===== src/rtl/vga_sync_decoder.sv =====
// ---------------------------------------------------------------------------
// vga_sync_decoder
//
// Receive-side VGA timing recovery. Samples an incoming active-low hsync /
// vsync pair on pixel-enable cycles, regenerates x/y beam coordinates,
// measures line length and frame height, and declares `locked` once the
// timing has matched the configured mode for LOCK_FRAMES consecutive frames.
//
// Optional feature (compile-time macro VGA_SYNC_WIDTH_CHECK_EN):
//   when defined, the hsync low width is measured and checked against
//   H_SYNC_W; when undefined, hsync_width is held at 0 and never checked.
//
// Parameters:
//   H_TOTAL      expected pixels per line
//   V_TOTAL      expected lines per frame
//   H_SYNC_W     expected hsync low width (width-check build only)
//   LOCK_FRAMES  consecutive good frames needed to lock, 1..15
//
// Ports:
//   clk          system clock
//   rst          asynchronous active-high reset
//   clk_pixel    pixel enable; all sampling/counting happens only when 1
//   hsync        horizontal sync, active low
//   vsync        vertical sync, active low
//   x            pixels since last hsync fall (saturates at 2047)
//   y            hsync falls since last vsync fall
//   line_len     length of the last completed line
//   frame_lines  line count of the last completed frame
//   hsync_width  last measured hsync low width
//   frame_start  one-clk pulse on a vsync fall
//   sync_err     one-clk pulse on a timing mismatch
//   locked       high while the timing is verified
// ---------------------------------------------------------------------------
module vga_sync_decoder #(
  parameter int H_TOTAL     = 800,
  parameter int V_TOTAL     = 525,
  parameter int H_SYNC_W    = 96,
  parameter int LOCK_FRAMES = 2
) (
  input  logic        clk,
  input  logic        rst,
  input  logic        clk_pixel,
  input  logic        hsync,
  input  logic        vsync,
  output logic [10:0] x,
  output logic [10:0] y,
  output logic [10:0] line_len,
  output logic [10:0] frame_lines,
  output logic [10:0] hsync_width,
  output logic        frame_start,
  output logic        sync_err,
  output logic        locked
);

  typedef enum logic [1:0] {
    ST_SEARCH = 2'd0,
    ST_TRACK  = 2'd1,
    ST_LOCKED = 2'd2
  } state_e;

  localparam logic [10:0] CNT_MAX   = 11'h7ff;
  localparam logic [10:0] H_TOTAL_C = 11'(H_TOTAL);
  localparam logic [10:0] V_TOTAL_C = 11'(V_TOTAL);
  localparam logic [3:0]  LOCK_C    = 4'(LOCK_FRAMES);

  if (LOCK_FRAMES < 1 || LOCK_FRAMES > 15) begin : g_bad_lock_frames
    $error("vga_sync_decoder: LOCK_FRAMES must be in 1..15");
  end
  if (H_SYNC_W < 1 || H_SYNC_W > 2047) begin : g_bad_hsync_w
    $error("vga_sync_decoder: H_SYNC_W must be in 1..2047");
  end

  state_e      state_q, state_d;
  logic [3:0]  good_cnt_q, good_cnt_d;
  logic        frame_bad_q, frame_bad_d;
  logic        hs_q, hs_d;
  logic        vs_q, vs_d;
  logic [10:0] x_q, x_d;
  logic [10:0] y_q, y_d;
  logic [10:0] line_len_q, line_len_d;
  logic [10:0] frame_lines_q, frame_lines_d;
  logic        frame_start_q, frame_start_d;
  logic        sync_err_q, sync_err_d;
  logic        locked_q, locked_d;

  logic        hs_fall, vs_fall;
  logic        line_err;   // bad line length (or bad width) seen this cycle
  logic        lines_ok;   // captured frame height matches, valid on vs_fall
  logic        lost;       // x saturated: no hsync seen for a whole counter span
  logic [3:0]  cnt_inc;

`ifdef VGA_SYNC_WIDTH_CHECK_EN
  localparam logic [10:0] H_SYNC_W_C = 11'(H_SYNC_W);
  logic [10:0] wcnt_q, wcnt_d;
  logic [10:0] hsync_width_q, hsync_width_d;
`endif

  always_comb begin
    // NOTE: every combinational output gets a default first so no path
    // leaves it unassigned, which would otherwise infer a latch.
    state_d       = state_q;
    good_cnt_d    = good_cnt_q;
    frame_bad_d   = frame_bad_q;
    hs_d          = hs_q;
    vs_d          = vs_q;
    x_d           = x_q;
    y_d           = y_q;
    line_len_d    = line_len_q;
    frame_lines_d = frame_lines_q;
    frame_start_d = 1'b0;
    sync_err_d    = 1'b0;
    hs_fall       = 1'b0;
    vs_fall       = 1'b0;
    line_err      = 1'b0;
    lines_ok      = 1'b0;
    lost          = 1'b0;
    cnt_inc       = good_cnt_q + 4'd1;
`ifdef VGA_SYNC_WIDTH_CHECK_EN
    wcnt_d        = wcnt_q;
    hsync_width_d = hsync_width_q;
`endif

    if (clk_pixel) begin
      hs_fall = hs_q & ~hsync;
      vs_fall = vs_q & ~vsync;
      hs_d    = hsync;
      vs_d    = vsync;

      // Horizontal counter.
      if (hs_fall) begin
        line_len_d = x_q + 11'd1;
        x_d        = '0;
        y_d        = y_q + 11'd1;
        line_err   = (line_len_d != H_TOTAL_C);
      end else if (x_q != CNT_MAX) begin
        x_d = x_q + 11'd1;
      end

`ifdef VGA_SYNC_WIDTH_CHECK_EN
      // Width counter restarts at 1 on the falling sample so that a pulse
      // sampled low on N pixel cycles measures N at the rising sample.
      if (!hsync) begin
        if (hs_fall)              wcnt_d = 11'd1;
        else if (wcnt_q != CNT_MAX) wcnt_d = wcnt_q + 11'd1;
      end
      if (!hs_q && hsync) begin
        hsync_width_d = wcnt_q;
        if (wcnt_q != H_SYNC_W_C) line_err = 1'b1;
      end
`endif

      // Vertical counter; a coincident hsync fall belongs to the ending frame.
      if (vs_fall) begin
        frame_lines_d = y_q + {10'd0, hs_fall};
        y_d           = '0;
        frame_start_d = 1'b1;
        frame_bad_d   = 1'b0;
        lines_ok      = (frame_lines_d == V_TOTAL_C);
      end else begin
        frame_bad_d = frame_bad_q | line_err;
      end

      lost = (x_d == CNT_MAX);

      if (lost) begin
        state_d    = ST_SEARCH;
        good_cnt_d = '0;
      end else begin
        case (state_q)
          ST_SEARCH: begin
            if (vs_fall) begin
              state_d    = ST_TRACK;
              good_cnt_d = '0;
            end
          end
          ST_TRACK: begin
            if (vs_fall) begin
              if (!frame_bad_q && !line_err && lines_ok) begin
                good_cnt_d = cnt_inc;
                if (cnt_inc == LOCK_C) state_d = ST_LOCKED;
              end else begin
                // Mid-frame line errors were already reported when they
                // happened; only report what is new at this boundary.
                good_cnt_d = '0;
                sync_err_d = line_err | ~lines_ok;
              end
            end else if (line_err) begin
              sync_err_d = 1'b1;
            end
          end
          ST_LOCKED: begin
            if (line_err || (vs_fall && !lines_ok)) begin
              state_d    = ST_TRACK;
              good_cnt_d = '0;
              sync_err_d = 1'b1;
            end
          end
          default: begin
            state_d    = ST_SEARCH;
            good_cnt_d = '0;
          end
        endcase
      end
    end

    locked_d = (state_d == ST_LOCKED);
  end

  // NOTE: the reset is asynchronous, so it sits in the sensitivity list and
  // every flop here returns to its reset value without waiting for a clock.
  always_ff @(posedge clk or posedge rst) begin
    if (rst) begin
      state_q       <= ST_SEARCH;
      good_cnt_q    <= '0;
      frame_bad_q   <= 1'b0;
      hs_q          <= 1'b1;
      vs_q          <= 1'b1;
      x_q           <= '0;
      y_q           <= '0;
      line_len_q    <= '0;
      frame_lines_q <= '0;
      frame_start_q <= 1'b0;
      sync_err_q    <= 1'b0;
      locked_q      <= 1'b0;
`ifdef VGA_SYNC_WIDTH_CHECK_EN
      wcnt_q        <= '0;
      hsync_width_q <= '0;
`endif
    end else begin
      // NOTE: non-blocking assignments so all flops sample the same
      // pre-edge values regardless of statement order.
      state_q       <= state_d;
      good_cnt_q    <= good_cnt_d;
      frame_bad_q   <= frame_bad_d;
      hs_q          <= hs_d;
      vs_q          <= vs_d;
      x_q           <= x_d;
      y_q           <= y_d;
      line_len_q    <= line_len_d;
      frame_lines_q <= frame_lines_d;
      frame_start_q <= frame_start_d;
      sync_err_q    <= sync_err_d;
      locked_q      <= locked_d;
`ifdef VGA_SYNC_WIDTH_CHECK_EN
      wcnt_q        <= wcnt_d;
      hsync_width_q <= hsync_width_d;
`endif
    end
  end

  assign x           = x_q;
  assign y           = y_q;
  assign line_len    = line_len_q;
  assign frame_lines = frame_lines_q;
  assign frame_start = frame_start_q;
  assign sync_err    = sync_err_q;
  assign locked      = locked_q;
`ifdef VGA_SYNC_WIDTH_CHECK_EN
  assign hsync_width = hsync_width_q;
`else
  assign hsync_width = '0;
`endif

endmodule


===== config.mk =====
export PLATFORM = sky130hd
export DESIGN_NAME = vga_sync_decoder
export DESIGN_NICKNAME = d
export VERILOG_FILES = /design/src/rtl/vga_sync_decoder.sv
export SDC_FILE = /design/constraint.sdc
export NUM_CORES = 1
export LEC_CHECK = 0
export CAP_MARGIN = 40
export CORE_UTILIZATION = 53
export DETAILED_ROUTE_END_ITERATION = 6
export HOLD_SLACK_MARGIN = 0.12
export PLACE_DENSITY = 0.8
export SLEW_MARGIN = 20
export SYNTH_ARGS = -nofsm -noshare
export SYNTH_HDL_FRONTEND = slang
export SYNTH_SLANG_ARGS = --single-unit

===== constraint.sdc =====
create_clock -name clk -period 4.47 [get_ports clk]
set_input_delay 0.894 -clock clk [delete_from_list [all_inputs] [get_ports clk]]
set_output_delay 0.894 -clock clk [all_outputs]
set_load 0.02 [all_outputs]

# --- After elaboration in Yosys (flattened, before gate mapping) ---
# Cells that the tools add are included.
classes:
  n_addsub: 4
  eq_ne: 11
  muxes: 33
  bitwise_logic: 7
  reduce_logical: 13
ops:
  columns: ["op", "n"]
  rows:
  - ["2-to-1 mux 11 bit", 5]
  - ["adder 11 x 1 -> 11 bit (second input constant)", 2]
  - ["2-to-1 mux 4 bit", 5]
  - ["2-to-1 mux 2 bit", 7]
  - ["2-to-1 mux 1 bit", 13]
  - ["case mux 4 bit (3 select lines)", 1]
  - ["adder 11 x 1 -> 11 bit", 1]
  - ["== test 11 x 10 -> 1 bit (second input constant)", 1]
  - ["== test 11 bit (second input constant)", 1]
  - ["!= test 11 x 10 -> 1 bit (second input constant)", 1]
  - ["!= test 11 bit (second input constant)", 1]
  - ["!= test 3 bit (second input constant)", 3]
  - ["case mux 2 bit (3 select lines)", 1]
  - ["AND reduction 2 bit", 3]
  - ["adder 4 x 1 -> 4 bit (second input constant)", 1]
  - ["== test 2 bit (second input constant)", 2]
  - ["== test 4 x 2 -> 1 bit (second input constant)", 1]
  - ["AND reduction 4 bit", 1]
  - ["logical AND 1 bit", 3]
  - ["logical NOT 1 bit", 3]
  - ["inverter 1 bit", 3]
  - ["bitwise AND 1 bit", 2]
  - ["== test 2 x 1 -> 1 bit (second input constant)", 1]
  - ["logical NOT 2 bit", 1]
  - ["4 further kinds", 5]
word_totals:
  regBits: 56
  in_bits: 5
  out_inout_bits: 58
  wordCells: 80

# --- Longest topological paths before layout ---
logic_depth:
  ltp_word: 14
  ltp_mapped: 14

# --- Least setup slack after synthesis ---
# OpenSTA, ideal clock, no wires.
synth_timing:
  kind: "in2reg"
  start: "in hsync"
  end: "reg good_cnt_q[2]"
  setup_ns: 0.134
  arrival_ns: 3.709
  slack_ns: 0.626
  cell_stages: 14
  cell_sequence: "nand2b_1 > clkbuf_8 > inv_2 > clkbuf_1 > ha_1 > ha_1 > nand4_1 > or4_1 > a32oi_2 > a31oi_1 > o31ai_2 > nor2b_1 > a41oi_1 > o22ai_1"
synth_between:
  elab_chain_len: 11
  word_cells_on_any_way: 25
synth_rtl:
  columns: ["item", "line_no", "text"]
  rows:
  - ["start: declaration", "43", "input logic hsync,"]
  - ["inverter 1 bit *", "124", "hs_fall = hs_q & ~hsync;"]
  - ["bitwise AND 1 bit *", "124", null]
  - ["adder 11 x 1 -> 11 bit or 2-to-1 mux 1 bit (tied branches)", "154, 130", null]
  - ["== test 11 x 10 -> 1 bit or 2-to-1 mux 1 bit (tied branches)", "158, 123", null]
  - ["2-to-1 mux 1 bit or logical NOT 1 bit (tied branches)", "153, 178", null]
  - ["2-to-1 mux 1 bit or logical AND 1 bit (tied branches)", "123, 178", null]
  - ["logical AND 1 bit or logical NOT 1 bit (tied branches)", "178, 192", null]
  - ["2-to-1 mux 4 bit or logical AND 1 bit (tied branches)", "178, 192", null]
  - ["2-to-1 mux 4 bit or logical OR 1 bit (tied branches)", "177, 192", null]
  - ["case mux 4 bit (3 select lines) or != test 3 bit (tied branches)", null, null]
  - ["2-to-1 mux 4 bit or AND reduction 4 bit (tied branches)", null, null]
  - ["end signal: assignment", "233", "good_cnt_q <= good_cnt_d;"]
  - ["end: declaration", "74", "logic [3:0] good_cnt_q, good_cnt_d;"]
# Mark *: on every way between the ends. The rest lies on a longest branch, timed or not. The select of a mux whose other input is x is not followed.
# A chain may end at the register's enable or synchronous reset.

# --- Worst setup path after layout ---
# Same ends and word-level chain as after synthesis.

==> out/qor.csv <==
stage,metric,value,unit
place,place_congestion,0.911,
drt,ant_nets,0,
layout,antenna_cells,0,
layout,final_cell_mix,"60 x nand2_1, 54 x dfrtp_1, 51 x clkdlybuf4s50_1",
place,port_buffers,51,
timing,tns,0,ps
setup_path,endpoint_kind,register,
timing,tightest_slew,700,ps
timing,slew_headroom,53.0,%
setup_path,cp_max_fo,6,
synth,synthFlopType,dfrtp_1,
drt,vias,2982,
global_routing,grt_pass1_vias,2720,
timing,fin_crit,3780,ps
timing,fin_skew,10.3,ps
setup_path,cp.required,4670,ps
drt,remaining_drc_errors,0,
global_routing,grt_pass1_wl,13400,µm
timing,grt_setup_unrepaired,no,
setup_path,worstSetupPathType,in2reg,
layout,synthToLayoutAreaGrowth,15.8,%
floorplan,start_util,55.0,%
floorplan,core_region_area,6390,µm²
clock_network,cts-resized-gates,0,
floorplan,ios,63,
floorplan,fp-row-count,29,
global_routing,grt_start_max_net_pins,38,
power_and_ir_drop,leakage,1.66,nW
synth,synth_area_per_cell,8.87,µm²
place,place_ws,372,ps
power_and_ir_drop,p_per_area,345,nW/µm²
layout,layout_commonest_cell,nand2_1,
floorplan,die_h,83.4,µm
timing,max_freq,0.265,GHz
clock_network,cts_sinks,56,
synth,yosysWarnings,0,
drt,drt_iter0_drc,277,
drt,routed_wl,7950,µm
floorplan,die_area,6950,µm²
drt,routed_via_density,5.82,
synth,async_flop_share,100,%
floorplan,die_x,83.4,µm
outcome,run_status,"finished, final reports clean",
timing,hold_viol_final,0,
synth,synth_cell_types,67,
layout,post-route-util,63.7,%
global_routing,antenna_found_initial,0,
setup_path,r2r_cells,12,
synth,synth_seq_area_share,40.0,%
place,postPlaceCellArea,3950,µm²
power_and_ir_drop,ir_worst_vdd,0.000233,V
place,dp_hpwl,5750,µm
layout,nets,450,
synth,syn_inst,396,
drt,drtPass1Iterations,4,
clock_network,cts_max_path_buffers,2,
clock_network,worstSkewPairLatency,320,ps
layout,final_area,4070,µm²
min_path,holdPathStages,2,
global_routing,overflow,0,
job,drv_cap,0,
clock_network,cts_root_buf,clkbuf_8,
timing,setup_viol,0,
clock_network,clk_pin_slew,110,ps
min_path,holdCritPathClass,reg2reg,
drt,drt-wirelength-per-cell,15.5,µm
setup_path,worstPathArrival,3980,ps
layout,drive_gt1_share,8.97,%
synth,synth-edff-count,0,
global_routing,track_usage,23.7,%
clock_network,ctsHtreeMaxLevel,2,
clock_network,cts-hold-fix-buffers,0,
timing,finalMaxSlewViolations,0,
synth,ys_ff_latch,56,
timing,finalCritPeriodShare,84.6,%
timing,finalWorstSetupSlack,691,ps
clock_network,tritoncts.num_buffers,5,
setup_path,critPathLaunchType,primary input,
clock_network,post-cts-setup-buffer-count,0,
setup_path,r2r_setup_slack,1230,ps
synth,syn_area,3510,µm²
timing,hold_ws,489,ps
clock_network,cts_tree,yes,
-- logic make-up after synthesis --
kind of cell / count (synthesis) / synth area share (%)
AOI/OAI and AO/OA: 98 / 18.9
xor gates and xnor gates: 22 / 5.49
adders and majority gates: 11 / 3.92
buffers and inverters: 51 / 8.41
DFF: 56 / 40.0
muxes: 3 / 0.927
other: 1 / 0.107
and+or+nand+nor: 154 / 22.3
-- where the power goes --
group	internal [mW]	switching (mW)	total [mW]	leakage (nW)
sequential	0.574	0.0954	0.670	0.749
combinational	0.192	0.239	0.431	0.867
clock	0.116	0.187	0.303	0.0463
total	0.882	0.522	1.40	1.66
-- registers in the layout, summed over array words and instances (netlist names), 2 cells and up --
register     cells
line_len        11
state_q          2
x               11
frame_lines     11
good_cnt_q       4
y               11
-- Yosys cell counts, types with 3 or more instances --
| library cell | count | area (µm²) |
|---|---|---|
| or3_1 | 3 | 18.8 |
| nand2_1 | 60 | 225 |
| clkbuf_1 | 12 | 45.0 |
| buf_2 | 3 | 15.0 |
| dfrtp_1 | 54 | 1350 |
| o31ai_1 | 5 | 37.5 |
| o211ai_1 | 3 | 22.5 |
| inv_1 | 15 | 56.3 |
| or4_1 | 3 | 22.5 |
| a32o_1 | 3 | 30.0 |
| buf_4 | 14 | 105 |
| o21ai_1 | 4 | 20.0 |
| buf_6 | 5 | 56.3 |
| nand4_1 | 10 | 62.6 |
| o21ai_0 | 35 | 175 |
| nand3_1 | 15 | 75.1 |
| nor3_1 | 9 | 45.0 |
| nor2_1 | 24 | 90.1 |
| and3_1 | 5 | 31.3 |
| a31oi_1 | 11 | 68.8 |
| nand2b_1 | 3 | 18.8 |
| a21oi_1 | 10 | 50.1 |
| xnor2_1 | 10 | 87.6 |
| xor2_1 | 12 | 105 |
| nor4_2 | 3 | 37.5 |
| ha_1 | 11 | 138 |
-- critical path, cell delays in order --
cell	delay [ps]
clkdlybuf4s50_1	400
nand2b_1	180
inv_2	70
ha_1	250
ha_1	280
nand4_1	160
or4_1	530
a32oi_2	230
a31oi_1	180
o31ai_2	370
nor2b_1	120
a41oi_1	220
o22ai_1	90
-- path summary, 6_finish.rpt --
kind                                 from        endpoint
max                                 hsync   good_cnt_q[2]
min                        frame_lines[7]  frame_lines[7]
max reg2reg                          hs_q   good_cnt_q[2]
min reg2reg                frame_lines[7]  frame_lines[7]
max in group asynchronous             rst            hs_q
min in group asynchronous             rst            y[0]
-- routing by layer --
layer / vias up / global-route usage (%) / wire, µm
met1: 1425 / 33.5 / 3550
li1: 1457 / - / -
met4: 0 / 6.90 / 114
met3: 13 / 3.48 / 355
met2: 87 / 38.0 / 3930
met5: - / 0 / 0
-- final cells by class --
class                   instances  area, µm²
repair buffers                 56        561
well taps                      77       96.3
flip-flops and latches         56       1400
clock buffers                   5       68.8
fillers                       553       2320
clock inverters                 3       27.5
inverters                      16       60.1
multi-input cells             299       1850
-- stage by stage --
stage | instances | power (mW)
detailed placement | 503 | 1.11
floorplan | 406 | 0.941
CTS | 511 | 1.41
global placement | 503 | 1.09
finish | 512 | 1.40
global route | 512 | 1.48
Power figures use the tool's default switching activity.
